### src/rtl/sdes_pkg.sv
// Shared S-DES definitions: permutation tables, S-boxes, FSM states and the
// round/key helper functions used by both the encrypt and decrypt paths.
package sdes_pkg;

    typedef enum logic [2:0] {
        IDLE,
        KEYGEN,
        RND_A,
        RND_B,
        OUT
    } state_e;

    // Each table entry is a 1-based source position counted from the leftmost bit,
    // packed leftmost-entry-first into the low 4*width bits.
    localparam logic [39:0] P10_IDX    = {4'd3, 4'd5, 4'd2, 4'd7, 4'd4, 4'd10, 4'd1, 4'd9, 4'd8, 4'd6};
    localparam logic [39:0] P8_IDX     = {8'd0, 4'd6, 4'd3, 4'd7, 4'd4, 4'd8, 4'd5, 4'd10, 4'd9};
    localparam logic [39:0] P4_IDX     = {24'd0, 4'd2, 4'd4, 4'd3, 4'd1};
    localparam logic [39:0] IP_IDX     = {8'd0, 4'd2, 4'd6, 4'd3, 4'd1, 4'd4, 4'd8, 4'd5, 4'd7};
    localparam logic [39:0] IP_INV_IDX = {8'd0, 4'd4, 4'd1, 4'd3, 4'd5, 4'd7, 4'd2, 4'd8, 4'd6};
    localparam logic [39:0] EP_IDX     = {8'd0, 4'd4, 4'd1, 4'd2, 4'd3, 4'd2, 4'd3, 4'd4, 4'd1};

    // Indexed by {row, col}, row-major.
    localparam logic [1:0] S0_TBL [16] = '{2'd1, 2'd0, 2'd3, 2'd2,
                                           2'd3, 2'd2, 2'd1, 2'd0,
                                           2'd0, 2'd2, 2'd1, 2'd3,
                                           2'd3, 2'd1, 2'd3, 2'd2};
    localparam logic [1:0] S1_TBL [16] = '{2'd0, 2'd1, 2'd2, 2'd3,
                                           2'd2, 2'd0, 2'd1, 2'd3,
                                           2'd3, 2'd0, 2'd1, 2'd0,
                                           2'd2, 2'd1, 2'd0, 2'd3};

    function automatic logic [9:0] permute(input logic [9:0] src, input int srcW,
                                           input logic [39:0] idx, input int outW);
        logic [9:0] res;
        int pos;
        res = '0;
        for (int k = 0; k < outW; k++) begin
            pos = int'(idx[6'(4 * (outW - 1 - k)) +: 4]);
            res[4'(outW - 1 - k)] = src[4'(srcW - pos)];
        end
        return res;
    endfunction

    function automatic logic [9:0] p10(input logic [9:0] k);
        return permute(k, 10, P10_IDX, 10);
    endfunction

    function automatic logic [7:0] p8(input logic [9:0] k);
        return 8'(permute(k, 10, P8_IDX, 8));
    endfunction

    function automatic logic [3:0] p4(input logic [3:0] s);
        return 4'(permute({6'b0, s}, 4, P4_IDX, 4));
    endfunction

    function automatic logic [7:0] ip(input logic [7:0] d);
        return 8'(permute({2'b0, d}, 8, IP_IDX, 8));
    endfunction

    function automatic logic [7:0] ipInv(input logic [7:0] d);
        return 8'(permute({2'b0, d}, 8, IP_INV_IDX, 8));
    endfunction

    function automatic logic [7:0] ep(input logic [3:0] r);
        return 8'(permute({6'b0, r}, 4, EP_IDX, 8));
    endfunction

    function automatic logic [9:0] ls1(input logic [9:0] k);
        return {k[8:5], k[9], k[3:0], k[4]};
    endfunction

    function automatic logic [9:0] ls2(input logic [9:0] k);
        return {k[7:5], k[9:8], k[2:0], k[4:3]};
    endfunction

    function automatic logic [7:0] sw(input logic [7:0] d);
        return {d[3:0], d[7:4]};
    endfunction

    function automatic logic [7:0] fk(input logic [7:0] d, input logic [7:0] k);
        logic [7:0] e;
        logic [3:0] s;
        e = ep(d[3:0]) ^ k;
        // Row comes from the outer bits of each nibble, column from the inner bits.
        s = {S0_TBL[{e[7], e[4], e[6], e[5]}], S1_TBL[{e[3], e[0], e[2], e[1]}]};
        return {d[7:4] ^ p4(s), d[3:0]};
    endfunction

endpackage

### src/rtl/sdes_decrypt_engine_if.sv
// Request/response bundle between the link receiver, the decryptor and the
// plaintext consumer.
interface sdes_decrypt_engine_if;
    logic       InValid;
    logic       InReady;
    logic [7:0] CipherText;
    logic [9:0] Key;
    logic       OutValid;
    logic       OutReady;
    logic [7:0] PlainText;
    logic       Busy;

    modport master (
        output InValid, CipherText, Key, OutReady,
        input  InReady, OutValid, PlainText, Busy
    );

    modport slave (
        input  InValid, CipherText, Key, OutReady,
        output InReady, OutValid, PlainText, Busy
    );
endinterface

### src/rtl/sdes_keygen.sv
// Combinational S-DES key schedule: 10-bit master key to subkeys K1 and K2.
module sdes_keygen
    import sdes_pkg::*;
(
    input  logic [9:0] key_i,
    output logic [7:0] k1_o,
    output logic [7:0] k2_o
);

    logic [9:0] shift1;

    assign shift1 = ls1(p10(key_i));
    assign k1_o   = p8(shift1);
    assign k2_o   = p8(ls2(shift1));

endmodule

### src/rtl/sdes_decrypt_engine.sv
// Multi-cycle S-DES decryptor: one request at a time, optional expanded-key
// cache, one shared fK round datapath.
module sdes_decrypt_engine
    import sdes_pkg::*;
#(
    parameter bit KEY_REUSE = 1'b1
) (
    input  logic clk,
    input  logic rst_n,
    sdes_decrypt_engine_if.slave bus
);

    state_e     state_q, state_d;
    logic [7:0] ct_q, ct_d;
    logic [9:0] key_q, key_d;
    logic [7:0] k1_q, k1_d;
    logic [7:0] k2_q, k2_d;
    logic       cacheValid_q, cacheValid_d;
    logic [7:0] data_q, data_d;
    logic [7:0] plain_q, plain_d;
    logic       outValid_q, outValid_d;

    logic [7:0] genK1, genK2;
    logic [7:0] fkIn, fkKey, fkOut;
    logic       cacheHit;

    sdes_keygen u_keygen (
        .key_i (key_q),
        .k1_o  (genK1),
        .k2_o  (genK2)
    );

    // key_q doubles as the cached key: a hit only happens when the new key equals it.
    assign cacheHit = KEY_REUSE && cacheValid_q && (bus.Key == key_q);

    always_comb begin
        state_d      = state_q;
        ct_d         = ct_q;
        key_d        = key_q;
        k1_d         = k1_q;
        k2_d         = k2_q;
        cacheValid_d = cacheValid_q;
        data_d       = data_q;
        plain_d      = plain_q;
        outValid_d   = outValid_q;

        fkIn  = (state_q == RND_A) ? ip(ct_q) : sw(data_q);
        fkKey = (state_q == RND_A) ? k2_q : k1_q;
        fkOut = fk(fkIn, fkKey);

        case (state_q)
            IDLE: begin
                if (bus.InValid) begin
                    ct_d    = bus.CipherText;
                    key_d   = bus.Key;
                    state_d = cacheHit ? RND_A : KEYGEN;
                end
            end
            KEYGEN: begin
                k1_d         = genK1;
                k2_d         = genK2;
                cacheValid_d = 1'b1;
                state_d      = RND_A;
            end
            RND_A: begin
                data_d  = fkOut;
                state_d = RND_B;
            end
            RND_B: begin
                data_d     = fkOut;
                plain_d    = ipInv(fkOut);
                outValid_d = 1'b1;
                state_d    = OUT;
            end
            OUT: begin
                if (bus.OutReady) begin
                    outValid_d = 1'b0;
                    state_d    = IDLE;
                end
            end
            default: state_d = IDLE;
        endcase
    end

    always_ff @(posedge clk) begin
        if (!rst_n) begin
            state_q      <= IDLE;
            cacheValid_q <= 1'b0;
            plain_q      <= 8'h00;
            outValid_q   <= 1'b0;
        end else begin
            state_q      <= state_d;
            cacheValid_q <= cacheValid_d;
            plain_q      <= plain_d;
            outValid_q   <= outValid_d;
        end
    end

    // Pure datapath registers; their contents are qualified by state and cache valid.
    always_ff @(posedge clk) begin
        ct_q   <= ct_d;
        key_q  <= key_d;
        k1_q   <= k1_d;
        k2_q   <= k2_d;
        data_q <= data_d;
    end

    assign bus.InReady   = (state_q == IDLE);
    assign bus.Busy      = (state_q != IDLE);
    assign bus.OutValid  = outValid_q;
    assign bus.PlainText = plain_q;

endmodule

### src/flat_wrapper.sv
// flat-port wrapper written by rule: the top's interface ports become plain ports
module sdes_decrypt_engine_flat import sdes_pkg::*;
#(
    parameter bit KEY_REUSE = 1'b1
)
  (clk, rst_n, bus_InValid, bus_CipherText, bus_Key, bus_OutReady, bus_InReady, bus_OutValid, bus_PlainText, bus_Busy);
  sdes_decrypt_engine_if bus_i ();
  input  logic clk;
  input  logic rst_n;
  input wire logic [$bits(bus_i.InValid)-1:0] bus_InValid;
  input wire logic [$bits(bus_i.CipherText)-1:0] bus_CipherText;
  input wire logic [$bits(bus_i.Key)-1:0] bus_Key;
  input wire logic [$bits(bus_i.OutReady)-1:0] bus_OutReady;
  output wire logic [$bits(bus_i.InReady)-1:0] bus_InReady;
  output wire logic [$bits(bus_i.OutValid)-1:0] bus_OutValid;
  output wire logic [$bits(bus_i.PlainText)-1:0] bus_PlainText;
  output wire logic [$bits(bus_i.Busy)-1:0] bus_Busy;
  assign bus_i.InValid = bus_InValid;
  assign bus_i.CipherText = bus_CipherText;
  assign bus_i.Key = bus_Key;
  assign bus_i.OutReady = bus_OutReady;
  assign bus_InReady = bus_i.InReady;
  assign bus_OutValid = bus_i.OutValid;
  assign bus_PlainText = bus_i.PlainText;
  assign bus_Busy = bus_i.Busy;
  sdes_decrypt_engine #(.KEY_REUSE(KEY_REUSE)) u_core (.clk(clk), .rst_n(rst_n), .bus(bus_i));
endmodule
### config.mk
export PLATFORM = sky130hd
export DESIGN_NAME = sdes_decrypt_engine_flat
export DESIGN_NICKNAME = d
export VERILOG_FILES = /design/src/rtl/sdes_pkg.sv /design/src/rtl/sdes_decrypt_engine_if.sv /design/src/rtl/sdes_keygen.sv /design/src/rtl/sdes_decrypt_engine.sv /design/src/flat_wrapper.sv
export SDC_FILE = /design/constraint.sdc
export NUM_CORES = 1
export LEC_CHECK = 0
export CAP_MARGIN = 40
export CORE_MARGIN = 2
export CORE_UTILIZATION = 60
export DETAILED_ROUTE_END_ITERATION = 8
export GPL_TIMING_DRIVEN = 0
export PLACE_DENSITY = 0.9
export SETUP_SLACK_MARGIN = 0.2
export SYNTH_ARGS = -nofsm -noshare
export SYNTH_HDL_FRONTEND = slang
export SYNTH_HIERARCHICAL = 1
export SYNTH_SLANG_ARGS = --single-unit
### constraint.sdc
create_clock -name clk -period 6.5 [get_ports clk]
set_input_delay 1.3 -clock clk [delete_from_list [all_inputs] [get_ports clk]]
set_output_delay 1.3 -clock clk [all_outputs]
set_load 0.01 [all_outputs]
==> results of run 1 <==
==> area by class of cell <==
type                    count  area share, %
plain buffers              23          5.367
clock buffers               5          2.170
clock inverters             3          1.342
inverters                   2         0.2368
multi-input cells         140          30.70
flip-flops and latches     55          47.99
well taps                  52          2.052
repair buffers             32          10.14
==> worst register-to-register path: cells and delay by family (launching register included) <==
kind / cells / cell delay (ns)
AOI/OAI and AO/OA: 1 / 0.40
and+or+nand+nor: 5 / 0.94
DFF: 1 / 0.32
adders and majority gates: 1 / 0.23
buffers and inverters: 3 / 0.57
==> state kept, by name (all words and copies together), names as in the netlist <==
name / flops
u_core/cacheValid_q: 1
u_core/ct_q: 8
u_core/bus.OutValid: 1
u_core/bus.PlainText: 8
u_core/k1_q: 8
u_core/k2_q: 8
u_core/key_q: 10
u_core/state_q: 3
u_core/data_q: 8
==> where the power goes <==
part	total, mW	leakage [nW]	switching [mW]	internal (mW)
Sequential	0.434	0.499	0.0191	0.415
Combinational	0.193	0.638	0.0973	0.0962
Clock	0.225	0.0562	0.110	0.115
==> cell usage after synthesis (all sizes together), types with 2 or more instances <==
| library cell | count | share of area (%) |
|---|---|---|
| a21oi | 4 | 0.76 |
| and2 | 4 | 0.94 |
| buf | 20 | 6.0 |
| clkbuf | 3 | 0.43 |
| dfxtp | 13 | 9.8 |
| edfxtp | 42 | 48 |
| inv | 2 | 0.28 |
| mux2i | 8 | 3.2 |
| nand2 | 21 | 3.0 |
| nand2b | 6 | 1.4 |
| nand3 | 6 | 1.1 |
| nand4 | 4 | 0.94 |
| nor2 | 8 | 1.1 |
| nor2b | 3 | 0.71 |
| nor3b | 5 | 1.6 |
| o211a | 5 | 1.9 |
| o21a | 2 | 0.57 |
| o21ai | 6 | 1.1 |
| or3 | 2 | 0.47 |
| xnor2 | 30 | 9.9 |
| xor2 | 6 | 2.0 |
==> cell families after synthesis <==
group | after synthesis | share of synthesized area [%]
other | 1 | 0.1416
xor gates and xnor gates | 36 | 11.90
and+or+nand+nor | 62 | 12.23
buffers and inverters | 25 | 6.708
adders and majority gates | 1 | 0.4723
muxes | 9 | 3.590
AOI/OAI and AO/OA | 26 | 7.511
DFF | 55 | 57.44
==> through the flow <==
stage          util (%)  hold slack (ns)
3_3_place_gp      70.86           0.4541
5_1_grt           73.83           0.5029
6_report          73.83           0.4796
4_1_cts           73.83           0.4796
2_1_floorplan         -           0.4404
3_5_place_dp      71.24           0.4660
==> path summary, 6_finish.rpt <==
path | from | endpoint | slack, ns | cells after the start
setup / recovery | u_core/state_q[2] | bus_InReady | 3.39 | 4
hold / removal | u_core/bus.PlainText[5] | u_core/bus.PlainText[5] | 0.48 | 2
setup reg to reg | u_core/state_q[2] | u_core/bus.PlainText[5] | 4.01 | 10
hold reg to reg | u_core/bus.PlainText[5] | u_core/bus.PlainText[5] | 0.48 | 2
==> routing by layer <==
metal / track usage, % / wire length [µm] / vias up
met4: 8.547 / 80 / 0
met2: 38.16 / 2595 / 46
met3: 5.051 / 237 / 6
li1: - / - / 825
met5: 0 / 0 / -
met1: 23.20 / 1993 / 826
==> qor.yml, run 1 <==
multi_input_area_um2: 973.4
num_vias: 1703
yosysUniqueCellTypes: 41
ys_ff_latch: 55
grt_max_degree: 19
synthFlopType: "edfxtp_1"
avgSynthCellArea_um2: 12.32
port-buffer-count: 31
antenna_found_initial: 0
drive_gt1_share_pct: 12.69
std_cell_rows: 24
synth_edf_count: 42
io_pins: 33
tns_ns: 0
cp_slowest_cell: "clkdlybuf4s50_1"
start_util_pct: 61.68
grt_pass1_wl_mm: 7.852
cts_buffers: 5
max_stage_delay_ns: 0.55
max_freq_ghz: 0.3217
drcViolationCount: 0
htreeDepth: 2
fin_ws_ns: 3.392
relSlewSlack_pct: 41.70
p_leak_nw: 1.194
final_hold_viol_count: 0
die-height_um: 70.44
cts_tree: "done"
syn_inst: 215
crit_buf_inv: 3
path_max_fanout: 10
cap_violations: 0
avgViaCountPerCell: 5.458
cp.required_ns: 5.20
fin_crit_ns: 3.108
dpl_worst_slack_ns: 3.606
ctsHoldBuffers: 0
start_kind: "flip-flop"
ys_async_sr_fraction_pct: 0
syn_area_mm2: 0.002649
fillers: 289
first_global_vias: 1741
ctsLongestPathBuffers: 2
status: "complete, no violations"
grt.overflow.total: 0
insertion_delay_ns: 0.31
final_cell_mix: "42 x edfxtp_1, 31 x clkdlybuf4s50_1, 30 x xnor2_1"
layout_commonest_cell: "edfxtp_1"
final_area_mm2: 0.003171
arrival_ns: 1.81
drt_wl_total_mm: 4.906
ctsRootBufferMaster: "clkbuf_8"
total_power_uw: 852.2
grtUsageTotal_pct: 20.96
clock-sinks: 55
fp.dieW_um: 70.44
path_cells: "buf_6, or3_1, inv_1, clkdlybuf4s50_1"
end_kind: "primary output"
diodes: 0
period_share_pct: 47.82
ir_drop_v: 0.0002080
globalplace.congestion: 0.8066
final_cells: 312
rsz0062_at_grt: "false"
post-place-cells: 304
tightest_slew_ns: 0.8745
post_drt_wl_per_cell_um: 15.72
cts_resized: 0
core_mm2: 0.004294
area_growth_pct: 19.70
critPathTopFamily: "buffers and inverters"
placed_area_mm2: 0.003059
drtIter0Drc: 115
min_path_type: "reg2reg"
finClkSkew_ns: 0.009552
crit_type: "reg2out"
setup_viol: 0
final_nets: 282
seq_area_frac_synth_pct: 57.44
first_pass_iters: 4
regArea_mm2: 0.001521
slew_viol_final: 0
die_area_mm2: 0.004962
ant_nets: 0
dp_hpwl_mm: 3.567
ys_warn_count: 6
path_clk_slew_ns: 0.10
p_per_area_mw_per_mm2: 268.8
cts_setup_buffers: 0
Note: power is estimated with default switching activity, not from simulation.
==> run 2, diff against run 1 <==
CORE_UTILIZATION = 50   (was 60)
PLACE_DENSITY = 0.81   (was 0.9)
clock period = 2.84 ns   (was 6.5 ns; I/O delays follow)
==> qor.yml, run 2 (synthesis results as in run 1) <==
status: "complete, no violations"
htreeDepth: 2
path_clk_slew_ns: 0.10
ctsHoldBuffers: 0
area_growth_pct: 20.26
globalplace.congestion: 0.7759
antenna_found_initial: 0
slew_viol_final: 0
grt.overflow.total: 0
port-buffer-count: 31
post-place-cells: 322
largest_register_ff_count: 10
clock-sinks: 55
drcViolationCount: 0
dp_hpwl_mm: 3.426
final_cell_mix: "42 x edfxtp_1, 31 x clkdlybuf4s50_1, 30 x xnor2_1"
layout_commonest_cell: "edfxtp_1"
fin_ws_ns: 0.3938
start_util_pct: 51.86
ctsLongestPathBuffers: 2
grtUsageTotal_pct: 15.83
diodes: 0
grt_pass1_wl_mm: 7.307
fin_crit_ns: 2.446
grt_max_degree: 19
num_vias: 1662
relSlewSlack_pct: 40.89
avgViaCountPerCell: 5.036
tightest_slew_ns: 0.8867
start_kind: "flip-flop"
path_cells: "buf_6, nor3b_2, buf_6, clkbuf_4, nand2_1, nand2_1, ha_1, o32a_1, or4b_1, nand3_1"
path_max_fanout: 10
cp_slowest_cell: "or4b_1"
cts_setup_buffers: 0
cts_buffers: 5
p_per_area_mw_per_mm2: 593.5
cap_violations: 0
min_path_type: "reg2reg"
ant_nets: 0
dpl_worst_slack_ns: 0.3565
core_mm2: 0.005107
period_share_pct: 86.13
max_freq_ghz: 0.4088
r2r_cells: 10
final_nets: 282
die-height_um: 76.79
die_area_mm2: 0.005896
drive_gt1_share_pct: 12.31
rsz0062_at_grt: "false"
arrival_ns: 2.70
io_pins: 33
end_kind: "flip-flop"
fillers: 416
setup_viol: 0
final_cells: 330
finClkSkew_ns: 0.01044
max_stage_delay_ns: 0.51
ir_drop_v: 0.0003754
crit_type: "reg2reg"
insertion_delay_ns: 0.31
tns_ns: 0
holdPathStages: 2
cp.required_ns: 3.10
final_hold_viol_count: 0
drtIter0Drc: 92
regMostFlops: "u_core/key_q"
cts_resized: 0
ctsRootBufferMaster: "clkbuf_8"
first_global_vias: 1570
fp.dieW_um: 76.79
p_leak_nw: 1.188
post_drt_wl_per_cell_um: 13.62
first_pass_iters: 4
cts_tree: "done"
drt_wl_total_mm: 4.493
std_cell_rows: 26
[run 2: cell types whose count changed in the layout (fill, tap and decap cells not counted)]
cell       change
clkinv_1       -1
inv_6          -1
buf_2          -1
clkbuf_16      +1
clkbuf_4       +1
bufinv_16      -1
clkbuf_1       +2
[run 2: worst max-delay path, delay by kind of cell (launching register included)]
| family | cells | cell delay (ns) |
|---|---|---|
| compound gates | 1 | 0.40 |
| fa+ha+maj | 1 | 0.22 |
| buf+inv | 3 | 0.53 |
| flops | 1 | 0.32 |
| simple gates | 5 | 0.93 |
[run 2: area by class of cell]
cell class              instances  area (µm²)  share of cell area (%)
plain buffers                  23       172.7                   5.420
clock buffers                   8       101.3                   3.181
inverters                       2       7.507                  0.2357
multi-input cells             140       973.4                   30.56
flip-flops and latches         55        1521                   47.76
well taps                      70       87.58                   2.749
repair buffers                 32       321.6                   10.09
[run 2: power by group]
group | internal (mW) | switching (mW) | total, mW
Clock | 0.229 | 0.238 | 0.467
Combinational | 0.220 | 0.211 | 0.432
Sequential | 0.950 | 0.0416 | 0.992
[run 2: stage by stage]
stage	util [%]	area, µm²	hold WS (ns)	power, mW
2_1_floorplan	-	2668	0.4404	1.313
3_3_place_gp	60.02	3065	0.4529	1.425
3_5_place_dp	60.34	3082	0.4483	1.444
4_1_cts	62.32	3183	0.4622	1.909
5_1_grt	62.37	3186	0.4832	1.983
6_report	62.37	3186	0.4597	1.891
[run 2: path summary, 6_finish.rpt]
kind | start | end | slack (ns)
worst min register to register | u_core/bus.PlainText[2] | u_core/bus.PlainText[2] | 0.46
worst max-delay path | u_core/state_q[2] | u_core/bus.PlainText[5] | 0.39
worst max register to register | u_core/state_q[2] | u_core/bus.PlainText[5] | 0.39
worst min-delay path | u_core/bus.PlainText[2] | u_core/bus.PlainText[2] | 0.46
[run 2: routing by layer]
metal / vias to the layer above / GRT usage (%) / wire [µm] / share of wire [%]
met3: 8 / 3.529 / 213 / 4.7
met5: - / 0 / 0 / 0
li1: 825 / - / - / -
met2: 52 / 27.28 / 2217 / 49
met1: 777 / 19.61 / 1979 / 44
met4: 0 / 5.455 / 83 / 1.8
